$ cat config.mk
export PLATFORM = sky130hd
export DESIGN_NAME = fft_output_reader_flat
export DESIGN_NICKNAME = d
export VERILOG_FILES = /design/src/rtl/fft_output_reader_if.sv /design/src/rtl/fft_output_reader.sv /design/src/flat_wrapper.sv
export SDC_FILE = /design/constraint.sdc
export NUM_CORES = 1
export LEC_CHECK = 0
export BUFFER_PORTS_ARGS = -buffer_cell sky130_fd_sc_hd__buf_2
export CORE_ASPECT_RATIO = 0.6
export CORE_MARGIN = 2
export CORE_UTILIZATION = 45
export CTS_CLUSTER_SIZE = 20
export DETAILED_ROUTE_END_ITERATION = 16
export HOLD_SLACK_MARGIN = 0.1
export PLACE_DENSITY = 0.72
export RECOVER_POWER = 50
export SYNTH_ARGS = -nofsm -noshare
export SYNTH_HDL_FRONTEND = slang
export SYNTH_SLANG_ARGS = --single-unit
$ cat constraint.sdc
create_clock -name clk -period 2.74 [get_ports clk]
set_input_delay 0.411 -clock clk [delete_from_list [all_inputs] [get_ports clk]]
set_output_delay 0.411 -clock clk [all_outputs]
set_load 0.1 [all_outputs]
$ cat src/rtl/fft_output_reader_if.sv
// Bank RAM read ports and output sample stream of the FFT output reader.
// The master view belongs to the reader; the slave view belongs to the RAMs and the consumer.
interface fft_output_reader_if #(
    parameter int N_LOG2 = 6,
    parameter int DATA_W = 16
);
    logic                  re_b0;
    logic [N_LOG2-2:0]     raddr_b0;
    logic                  re_b1;
    logic [N_LOG2-2:0]     raddr_b1;
    logic [2*DATA_W-1:0]   rdata_b0;
    logic [2*DATA_W-1:0]   rdata_b1;

    logic                  out_valid;
    logic                  out_ready;
    logic [2*DATA_W-1:0]   out_data;
    logic [N_LOG2-1:0]     out_index;
    logic                  out_last;

    modport master (
        output re_b0, raddr_b0, re_b1, raddr_b1,
        input  rdata_b0, rdata_b1,
        output out_valid, out_data, out_index, out_last,
        input  out_ready
    );

    modport slave (
        input  re_b0, raddr_b0, re_b1, raddr_b1,
        output rdata_b0, rdata_b1,
        input  out_valid, out_data, out_index, out_last,
        output out_ready
    );
endinterface

$ cat src/rtl/fft_output_reader.sv
// Reads the 64 FFT results from the two parity-interleaved banks, undoes the bit-reversed
// ordering and streams one {real, imag} sample per cycle through a 2-entry credit-managed FIFO.
module fft_output_reader #(
    parameter int N_LOG2 = 6,
    parameter int DATA_W = 16,
    parameter int BITREV = 1
) (
    input  logic                 clk,
    input  logic                 rst_n,
    input  logic                 output_start,
    fft_output_reader_if.master  bus,
    output logic                 busy,
    output logic                 done
);

    localparam int NPTS = 1 << N_LOG2;
    localparam int AW   = N_LOG2 - 1;
    localparam int CW   = N_LOG2 + 1;
    localparam int SW   = 2 * DATA_W;
    localparam logic [CW-1:0] LAST_I = CW'(NPTS - 1);

    typedef enum logic [1:0] {
        S_IDLE,
        S_READ,
        S_DRAIN,
        S_DONE
    } state_e;

    typedef struct packed {
        logic [SW-1:0]     data;
        logic [N_LOG2-1:0] index;
        logic              last;
    } entry_t;

    function automatic logic [N_LOG2-1:0] bitrev(input logic [N_LOG2-1:0] v);
        logic [N_LOG2-1:0] r;
        for (int b = 0; b < N_LOG2; b++) begin
            r[b] = v[N_LOG2-1-b];
        end
        return r;
    endfunction

    // Control state
    state_e            state_q;
    logic              start_q;
    logic              busy_q;
    logic              done_q;
    logic [CW-1:0]     issue_cnt_q;

    // Read in flight: RAM data for it appears in the current cycle
    logic              infl_q;
    logic              infl_bank_q;
    logic [N_LOG2-1:0] infl_index_q;
    logic              infl_last_q;
    logic [AW-1:0]     raddr_b0_q;
    logic [AW-1:0]     raddr_b1_q;

    // Output FIFO
    entry_t            fifo_q [2];
    logic              wr_ptr_q;
    logic              rd_ptr_q;
    logic [1:0]        fifo_cnt_q;

    // Combinational
    logic              start_edge;
    logic              push;
    logic              pop;
    logic [1:0]        credit;
    logic              issue;
    logic [N_LOG2-1:0] cur_index;
    logic [N_LOG2-1:0] pos;
    logic              sel_bank;
    logic [AW-1:0]     sel_addr;
    entry_t            push_entry;
    entry_t            head;

    assign start_edge = output_start & ~start_q;
    assign push       = infl_q;
    assign pop        = (fifo_cnt_q != 2'd0) & bus.out_ready;
    assign credit     = fifo_cnt_q + {1'b0, infl_q};

    // A slot is free if FIFO plus in-flight reads stay within the 2 entries at the next edge.
    assign issue = (state_q == S_READ) &&
                   ((credit < 2'd2) || ((credit == 2'd2) && pop));

    always_comb begin
        // NOTE: every always_comb output gets a value on every path so no latch is inferred.
        cur_index       = issue_cnt_q[N_LOG2-1:0];
        pos             = (BITREV != 0) ? bitrev(cur_index) : cur_index;
        sel_bank        = ^pos;
        sel_addr        = pos[N_LOG2-1:1];
        push_entry.data  = infl_bank_q ? bus.rdata_b1 : bus.rdata_b0;
        push_entry.index = infl_index_q;
        push_entry.last  = infl_last_q;
        head            = fifo_q[rd_ptr_q];
    end

    assign bus.re_b0     = issue & ~sel_bank;
    assign bus.re_b1     = issue &  sel_bank;
    assign bus.raddr_b0  = (issue & ~sel_bank) ? sel_addr : raddr_b0_q;
    assign bus.raddr_b1  = (issue &  sel_bank) ? sel_addr : raddr_b1_q;

    assign bus.out_valid = (fifo_cnt_q != 2'd0);
    assign bus.out_data  = head.data;
    assign bus.out_index = head.index;
    assign bus.out_last  = head.last;

    assign busy = busy_q;
    assign done = done_q;

    // Frame sequencing; busy/done are registered alongside the state they describe.
    always_ff @(posedge clk or negedge rst_n) begin
        if (!rst_n) begin
            state_q     <= S_IDLE;
            start_q     <= 1'b0;
            busy_q      <= 1'b0;
            done_q      <= 1'b0;
            issue_cnt_q <= '0;
        end else begin
            // NOTE: sequential state uses non-blocking assignments so every register samples pre-edge values.
            start_q <= output_start;
            done_q  <= 1'b0;
            unique case (state_q)
                S_IDLE: begin
                    if (start_edge) begin
                        state_q     <= S_READ;
                        busy_q      <= 1'b1;
                        issue_cnt_q <= '0;
                    end
                end
                S_READ: begin
                    if (issue) begin
                        issue_cnt_q <= issue_cnt_q + CW'(1);
                        if (issue_cnt_q == LAST_I) begin
                            state_q <= S_DRAIN;
                        end
                    end
                end
                S_DRAIN: begin
                    if ((fifo_cnt_q == 2'd0) && !infl_q) begin
                        state_q <= S_DONE;
                        busy_q  <= 1'b0;
                        done_q  <= 1'b1;
                    end
                end
                S_DONE: begin
                    state_q <= S_IDLE;
                end
                default: begin
                    state_q <= S_IDLE;
                    busy_q  <= 1'b0;
                end
            endcase
        end
    end

    // Bank-select/index pipeline matching the one-cycle RAM latency.
    always_ff @(posedge clk or negedge rst_n) begin
        if (!rst_n) begin
            infl_q       <= 1'b0;
            infl_bank_q  <= 1'b0;
            infl_index_q <= '0;
            infl_last_q  <= 1'b0;
            raddr_b0_q   <= '0;
            raddr_b1_q   <= '0;
        end else begin
            infl_q <= issue;
            if (issue) begin
                infl_bank_q  <= sel_bank;
                infl_index_q <= cur_index;
                infl_last_q  <= (issue_cnt_q == LAST_I);
                if (sel_bank) begin
                    raddr_b1_q <= sel_addr;
                end else begin
                    raddr_b0_q <= sel_addr;
                end
            end
        end
    end

    always_ff @(posedge clk or negedge rst_n) begin
        if (!rst_n) begin
            // NOTE: the FIFO storage is reset because out_data shows the head even when empty.
            for (int k = 0; k < 2; k++) begin
                fifo_q[k] <= '0;
            end
            wr_ptr_q   <= 1'b0;
            rd_ptr_q   <= 1'b0;
            fifo_cnt_q <= 2'd0;
        end else begin
            if (push) begin
                fifo_q[wr_ptr_q] <= push_entry;
                wr_ptr_q         <= ~wr_ptr_q;
            end
            if (pop) begin
                rd_ptr_q <= ~rd_ptr_q;
            end
            if (push && !pop) begin
                fifo_cnt_q <= fifo_cnt_q + 2'd1;
            end else if (pop && !push) begin
                fifo_cnt_q <= fifo_cnt_q - 2'd1;
            end
        end
    end

    a_no_overflow: assert property (@(posedge clk) disable iff (!rst_n)
        !(push && !pop && (fifo_cnt_q == 2'd2)));

    a_no_underflow: assert property (@(posedge clk) disable iff (!rst_n)
        !(fifo_cnt_q > 2'd2));

endmodule

$ cat src/flat_wrapper.sv
// flat-port wrapper written by rule: the top's interface ports become plain ports
module fft_output_reader_flat 
#(
    parameter int N_LOG2 = 6,
    parameter int DATA_W = 16,
    parameter int BITREV = 1
)
  (clk, rst_n, output_start, busy, done, bus_re_b0, bus_raddr_b0, bus_re_b1, bus_raddr_b1, bus_rdata_b0, bus_rdata_b1, bus_out_valid, bus_out_data, bus_out_index, bus_out_last, bus_out_ready);
  fft_output_reader_if #(.N_LOG2(N_LOG2), .DATA_W(DATA_W)) bus_i ();
  input  logic clk;
  input  logic rst_n;
  input  logic output_start;
  output logic busy;
  output logic done;
  output wire logic [$bits(bus_i.re_b0)-1:0] bus_re_b0;
  output wire logic [$bits(bus_i.raddr_b0)-1:0] bus_raddr_b0;
  output wire logic [$bits(bus_i.re_b1)-1:0] bus_re_b1;
  output wire logic [$bits(bus_i.raddr_b1)-1:0] bus_raddr_b1;
  input wire logic [$bits(bus_i.rdata_b0)-1:0] bus_rdata_b0;
  input wire logic [$bits(bus_i.rdata_b1)-1:0] bus_rdata_b1;
  output wire logic [$bits(bus_i.out_valid)-1:0] bus_out_valid;
  output wire logic [$bits(bus_i.out_data)-1:0] bus_out_data;
  output wire logic [$bits(bus_i.out_index)-1:0] bus_out_index;
  output wire logic [$bits(bus_i.out_last)-1:0] bus_out_last;
  input wire logic [$bits(bus_i.out_ready)-1:0] bus_out_ready;
  assign bus_re_b0 = bus_i.re_b0;
  assign bus_raddr_b0 = bus_i.raddr_b0;
  assign bus_re_b1 = bus_i.re_b1;
  assign bus_raddr_b1 = bus_i.raddr_b1;
  assign bus_i.rdata_b0 = bus_rdata_b0;
  assign bus_i.rdata_b1 = bus_rdata_b1;
  assign bus_out_valid = bus_i.out_valid;
  assign bus_out_data = bus_i.out_data;
  assign bus_out_index = bus_i.out_index;
  assign bus_out_last = bus_i.out_last;
  assign bus_i.out_ready = bus_out_ready;
  fft_output_reader #(.N_LOG2(N_LOG2), .DATA_W(DATA_W), .BITREV(BITREV)) u_core (.clk(clk), .rst_n(rst_n), .output_start(output_start), .bus(bus_i), .busy(busy), .done(done));
endmodule
**After elaboration in Yosys (flattened, before gate mapping)**

Cells that the tools add are included.

- Input port bits: 68
- Bits in registers: 113
- Output and inout port bits: 54

- Reductions and logical operators: 21
- Equal/unequal tests: 9
- Magnitude comparators: 4
- Bitwise operators: 10
- Add/sub/neg operators: 4
- Multiplexer cells: 24

Operators with widths:

| operator | number |
|---|---|
| 39-bit 2-to-1 mux | 4 |
| 78-bit bitwise mux | 1 |
| 39-bit demux with 1-bit select | 1 |
| 32-bit 2-to-1 mux | 1 |
| 7-bit 2-to-1 mux | 2 |
| 7-bit one-hot mux with 2 select lines | 1 |
| 2-bit 2-to-1 mux | 6 |
| 5-bit 2-to-1 mux | 2 |
| 2-bit one-hot mux with 4 select lines | 1 |
| 2-bit nonzero test | 4 |
| 7-bit by 1-bit adder with 7-bit output, second input constant | 1 |
| 7-bit by 6-bit == test with 1-bit output, second input constant | 1 |
| 2-bit == test, second input constant | 3 |
| 1-bit logical AND | 6 |
| 2-bit by 1-bit != test with 1-bit output, second input constant | 3 |
| 3-bit AND reduction | 2 |
| 6-bit parity | 1 |
| 1-bit bitwise AND | 4 |
| 2-bit greater-or-equal comparator, second input constant | 2 |
| 2-bit zero test | 2 |
| 1-bit 2-to-1 mux | 4 |
| 1-bit NOT | 4 |
| 1-bit NOT with 2-bit output | 2 |
| 2-bit AND reduction | 2 |
| other kinds (11) | 12 |

**Logic depth before layout (Yosys ltp)**

- Word-level depth: 7
- Mapped depth: 7

**Worst setup path after synthesis**

No wires, ideal clock.

- Kind: reg-to-output
- Start: register u_core.fifo_cnt_q[0]
- End: output bus_raddr_b1[0]
- Arrival: 2868 ps
- Stages on the path, launching flop included: 6
- Slack: -539 ps
- Path buffers: 0
- Path through: dfrtp_1 > ha_1 > and3b_4 > o221ai_4 > nor2_2 > mux2_2

- Cells in the longest elaborated chain, start to end: 7

Ends and longest elaborated chain:

| what | RTL line | text |
|---|---|---|
| from (decl) | fft_output_reader.sv:62 | `logic [1:0] fifo_cnt_q;` |
| from (signal assigned) | fft_output_reader.sv:199 | `fifo_cnt_q <= fifo_cnt_q + 2'd1;` |
| from (signal assigned) | fft_output_reader.sv:201 | `fifo_cnt_q <= fifo_cnt_q - 2'd1;` |
| 2-bit by 1-bit adder with 2-bit output / 2-bit nonzero test (equally long branches) | fft_output_reader.sv:80, fft_output_reader.sv:79 |  |
| 2-bit == test / 1-bit bitwise AND (equally long branches) | fft_output_reader.sv:84, fft_output_reader.sv:79 |  |
| 1-bit logical AND | fft_output_reader.sv:84 | `((credit < 2'd2) \|\| ((credit == 2'd2) && pop));` |
| 1-bit logical OR * | fft_output_reader.sv:84 |  |
| 1-bit logical AND * | fft_output_reader.sv:83 | `assign issue = (state_q == S_READ) &&` |
| 1-bit bitwise AND * | - |  |
| net bus_re_b1 | flat_wrapper.sv:17 | `output wire logic [$bits(bus_i.re_b1)-1:0] bus_re_b1;` |
| 5-bit 2-to-1 mux * | fft_output_reader.sv:101 | `assign bus.raddr_b1 = (issue & sel_bank) ? sel_addr : raddr_b1_q;` |
| to (decl) | flat_wrapper.sv:18 | `output wire logic [$bits(bus_i.raddr_b1)-1:0] bus_raddr_b1;` |

The timed path passes the listed nets; every way through them passes the cells marked *.

**Final worst setup path**

- Start: register u_core.fifo_cnt_q[0]
- End: output bus_raddr_b1[3]

- Cells in the longest elaborated chain, start to end: 7

Ends and longest elaborated chain:

| what | RTL line |
|---|---|
| 2-bit by 1-bit adder with 2-bit output / 2-bit nonzero test (equally long branches) | fft_output_reader.sv:80, fft_output_reader.sv:79 |
| 2-bit == test / 1-bit bitwise AND (equally long branches) | fft_output_reader.sv:84, fft_output_reader.sv:79 |
| 1-bit logical AND | fft_output_reader.sv:84 |
| 1-bit logical OR * | fft_output_reader.sv:84 |
| 1-bit logical AND * | fft_output_reader.sv:83 |
| 1-bit bitwise AND * | fft_output_reader.sv:101 |
| 5-bit 2-to-1 mux * | fft_output_reader.sv:101 |

Mark *: on every way between the ends. The rest lies on a longest branch, timed or not.

==> summary.md <==
| Metric | Value |
|---|---|
| Initial core utilization | `0.463` |
| Num CTS Buffers | `17` |
| Syn-to-layout area delta | `32.8%` |
| Root Buffer | `clkbuf_16` |
| Post-Syn Nets | `540` |
| Max Fclk | `0.352 GHz` |
| Max clock buf depth | `2` |
| Status | `finished with violations` |
| GPL Wtd Cong | `between 0.8 and 0.9` |
| Vias | `3894` |
| Sequential area share after synthesis | `0.539` |
| Ys flop type | `dfrtp_1` |
| Final slew viol count | `66` |
| Clk Latency, worst-skew pair | `about 0.41 ns` |
| Clock sinks | `113` |
| Critical Path RT | `2.33 ns` |
| Footprint of the multi-input gates | `roughly 2300 µm²` |
| Die W | `143 µm` |
| Hold Crit Class | `primary input to flop` |
| Clock transition at path regs | `around 0.050 ns` |
| CP max FO | `4` |
| Antenna-violating nets left | `0` |
| Async SR Flop Fraction | `1.00` |
| Final nets | `approximately 700` |
| Tot GR Track Use | `0.198` |
| Reg area | `around 2800 µm²` |
| Worst-margin pin slew | `between 1.5 and 2 ns` |
| Die height | `approximately 88 µm` |
| R2r worst-path depth | `5` |
| Number of synthesized flops with an enable pin | `0` |
| Arrival @ worst endpoint | `about 2.4 ns` |
| Clock period minus worst slack | `2.84 ns` |
| Ant. Diodes | `0` |
| Initial DRC count | `154` |
| Final worst setup slack | `-0.0969 ns` |
| Pin count of the biggest net entering global routing | `66` |
| Port Buf Inserts | `between 100 and 150` |
| Final Instance Area | `about 7000 µm²` |
| Via-per-instance ratio | `4.99` |
| Crit end category | `output pin` |
| DP HPWL | `roughly 7600 µm` |
| Synth Cell Area | `~5200 µm²` |
| Syn_area_per_cell | `between 10 and 15 µm²` |
| FILL cells | `roughly 920` |
| Period utilisation layout | `1.04` |
| Routed wire length | `roughly 12000 µm` |
| Rel. slew slack | `-0.0703` |
| H-Tree Level Count | `4` |
| Share of layout cells above drive strength 1 | `0.417` |
| CTS tree | `yes` |
| Initial antenna violation count | `0` |
| Failing checks | `capacitance limit, slew limit, setup timing` |
| Total grt overflow | `0` |
| Residual DRC count | `0` |
| Num rows | `30` |
| Hold Path Stages | `1` |
| Synthesis-stage register bit count | `113` |
| First-pass GRT wire length | `19000 µm` |
| Core footprint | `around 11000 µm²` |
| Synth unique cells | `37` |
| Io pins | `around 120` |
| Crit start category | `flop` |
| Post-synthesis cell count | `between 400 and 500` |
| DIE AREA | `between 10000 and 15000 µm²` |
| Routed wire length per instance | `15.2 µm` |
| Drt first pass iters | `4` |
| Placed Area | `around 6100 µm²` |
| RSZ-0062 raised after global routing | `yes` |
| Synthesis Warnings | `0` |
| Final hold vios | `0` |
| Final setup fails | `11` |
| R2r setup slk | `about 0.23 ns` |
| Kind of critical path | `flop to output pin` |
| Vias in the first global route | `approximately 3900` |
| Worst-case clock skew | `approximately 0.011 ns` |
| Max Cap Viol | `1` |
| CTS Hold Buffers Added | `0` |
## kinds of logic after synthesis
logic type               after synthesis  share of synthesized area
multiplexers                         100                      0.214
AO/OA/AOI/OAI                         92                     0.0978
AND/OR/NAND/NOR                      108                     0.0861
buffers and inverters                 35                     0.0308
adder cells (fa/ha/maj)                8                     0.0191
flip-flops                           113                      0.539
XOR/XNOR                               8                     0.0134
## sequential cells by signal, summed over array words and instances (netlist names), 2 cells and up
| signal | flops |
|---|---|
| u_core.infl_index_q | 6 |
| u_core.raddr_b0_q | 5 |
| u_core.raddr_b1_q | 5 |
| u_core.issue_cnt_q | 7 |
| u_core.fifo_q | 78 |
| u_core.state_q | 2 |
| u_core.fifo_cnt_q | 2 |
## synth_stat cells (all sizes together), types with 2 or more instances
| master | n | area [µm²] |
|---|---|---|
| a21o | 2 | 22.5 |
| a21oi | 40 | 200 |
| buf | 14 | 77.6 |
| clkbuf | 12 | 45.0 |
| dfrtp | 113 | 2830 |
| ha | 8 | 100 |
| inv | 9 | 38.8 |
| mux2 | 68 | 800 |
| mux2i | 32 | 320 |
| nand2 | 56 | 218 |
| nand2b | 4 | 25.0 |
| nand3 | 3 | 15.0 |
| nor2 | 39 | 149 |
| o21ai | 42 | 210 |
| o22ai | 2 | 12.5 |
| xnor2 | 3 | 26.3 |
| xor2 | 5 | 43.8 |
## critical path: stages (launching register included)
cell      delay (ns)
dfrtp_1         0.37
ha_1            0.31
and3b_4         0.32
o221ai_4        0.18
nor2_4          0.19
buf_4           0.16
mux2_4          0.32
buf_12          0.17
## layer usage
metal | track usage | part of all wire
met5 | 0 | 0
met4 | 0.0695 | 0.015
met3 | 0.0508 | 0.047
met2 | 0.318 | 0.47
met1 | 0.265 | 0.47
## layout make-up
type,count,area share
Clock inverter,10,0.0158
Clock buffer,22,0.0666
Sequential cell,113,0.406
Tap cell,160,0.0287
Inverter,9,0.00557
Timing Repair Buffer,150,0.141
Multi-Input combinational cell,317,0.336
## per-stage QoR
stage          hold slack (ns)  utilization  std cells  setup WS [ns]  setup TNS (ns)
2_1_floorplan            0.115            -        464        -0.0998          -0.499
3_3_place_gp             0.457        0.535        732          0.219               0
3_5_place_dp             0.463        0.535        732          0.175               0
4_1_cts                  0.135        0.607        777        -0.0996          -0.390
5_1_grt                  0.156        0.614        781         -0.169           -1.84
6_report                 0.162        0.614        781        -0.0969          -0.681
## placed cells by master, fill, tap and decap left out, drive strengths merged
| master | synthesis | routed |
|---|---|---|
| xor2 | 5 | 5 |
| and3 | 1 | 1 |
| a21boi | 1 | 1 |
| a22o | 1 | 1 |
| and3b | 1 | 1 |
| o21ba | 1 | 1 |
| a21o | 2 | 2 |
| and2 | 1 | 1 |
| o221ai | 1 | 1 |
| o22ai | 2 | 2 |
| clkinv | 0 | 5 |
| xnor2 | 3 | 3 |
| o21ai | 42 | 42 |
| nor2b | 1 | 1 |
| nand3 | 3 | 3 |
| a31oi | 1 | 1 |
| ha | 8 | 8 |
| or2 | 1 | 1 |
| buf | 14 | 144 |
| clkinvlp | 0 | 4 |
| inv | 9 | 8 |
| bufinv | 0 | 2 |
| mux2i | 32 | 32 |
| a21oi | 40 | 40 |
| mux2 | 68 | 68 |
| a31o | 1 | 1 |
| nand2b | 4 | 4 |
| nand2 | 56 | 57 |
| nor2 | 39 | 39 |
| clkbuf | 12 | 28 |
| dfrtp | 113 | 113 |
| or3 | 1 | 1 |
## worst paths after layout
| check | from | end |
|---|---|---|
| hold / removal | output_start | u_core.start_q$_DFF_PN0_ |
| setup reg to reg | u_core.infl_q$_DFF_PN0_ | u_core.fifo_q[5]$_DFFE_PN0P_ |
| hold reg to reg | u_core.wr_ptr_q$_DFFE_PN0P_ | u_core.wr_ptr_q$_DFFE_PN0P_ |
| setup / recovery | u_core.fifo_cnt_q[0]$_DFFE_PN0P_ | bus_raddr_b1[3] |
| max in group asynchronous | rst_n | u_core.infl_bank_q$_DFFE_PN0N_ |
| min in group asynchronous | rst_n | u_core.fifo_q[71]$_DFFE_PN0P_ |
## timing repair
item / CTS / global route
buffers inserted: 12 / 5
pin swaps: 3 / 2
gates cloned: 1 / 0
gates resized for setup: 36 / 17
endpoints found under the setup margin: 11 / 12
Power is left out: the tool's default activity adds up to more than one toggle a clock period on the data nets, which glitch-free logic cannot reach.
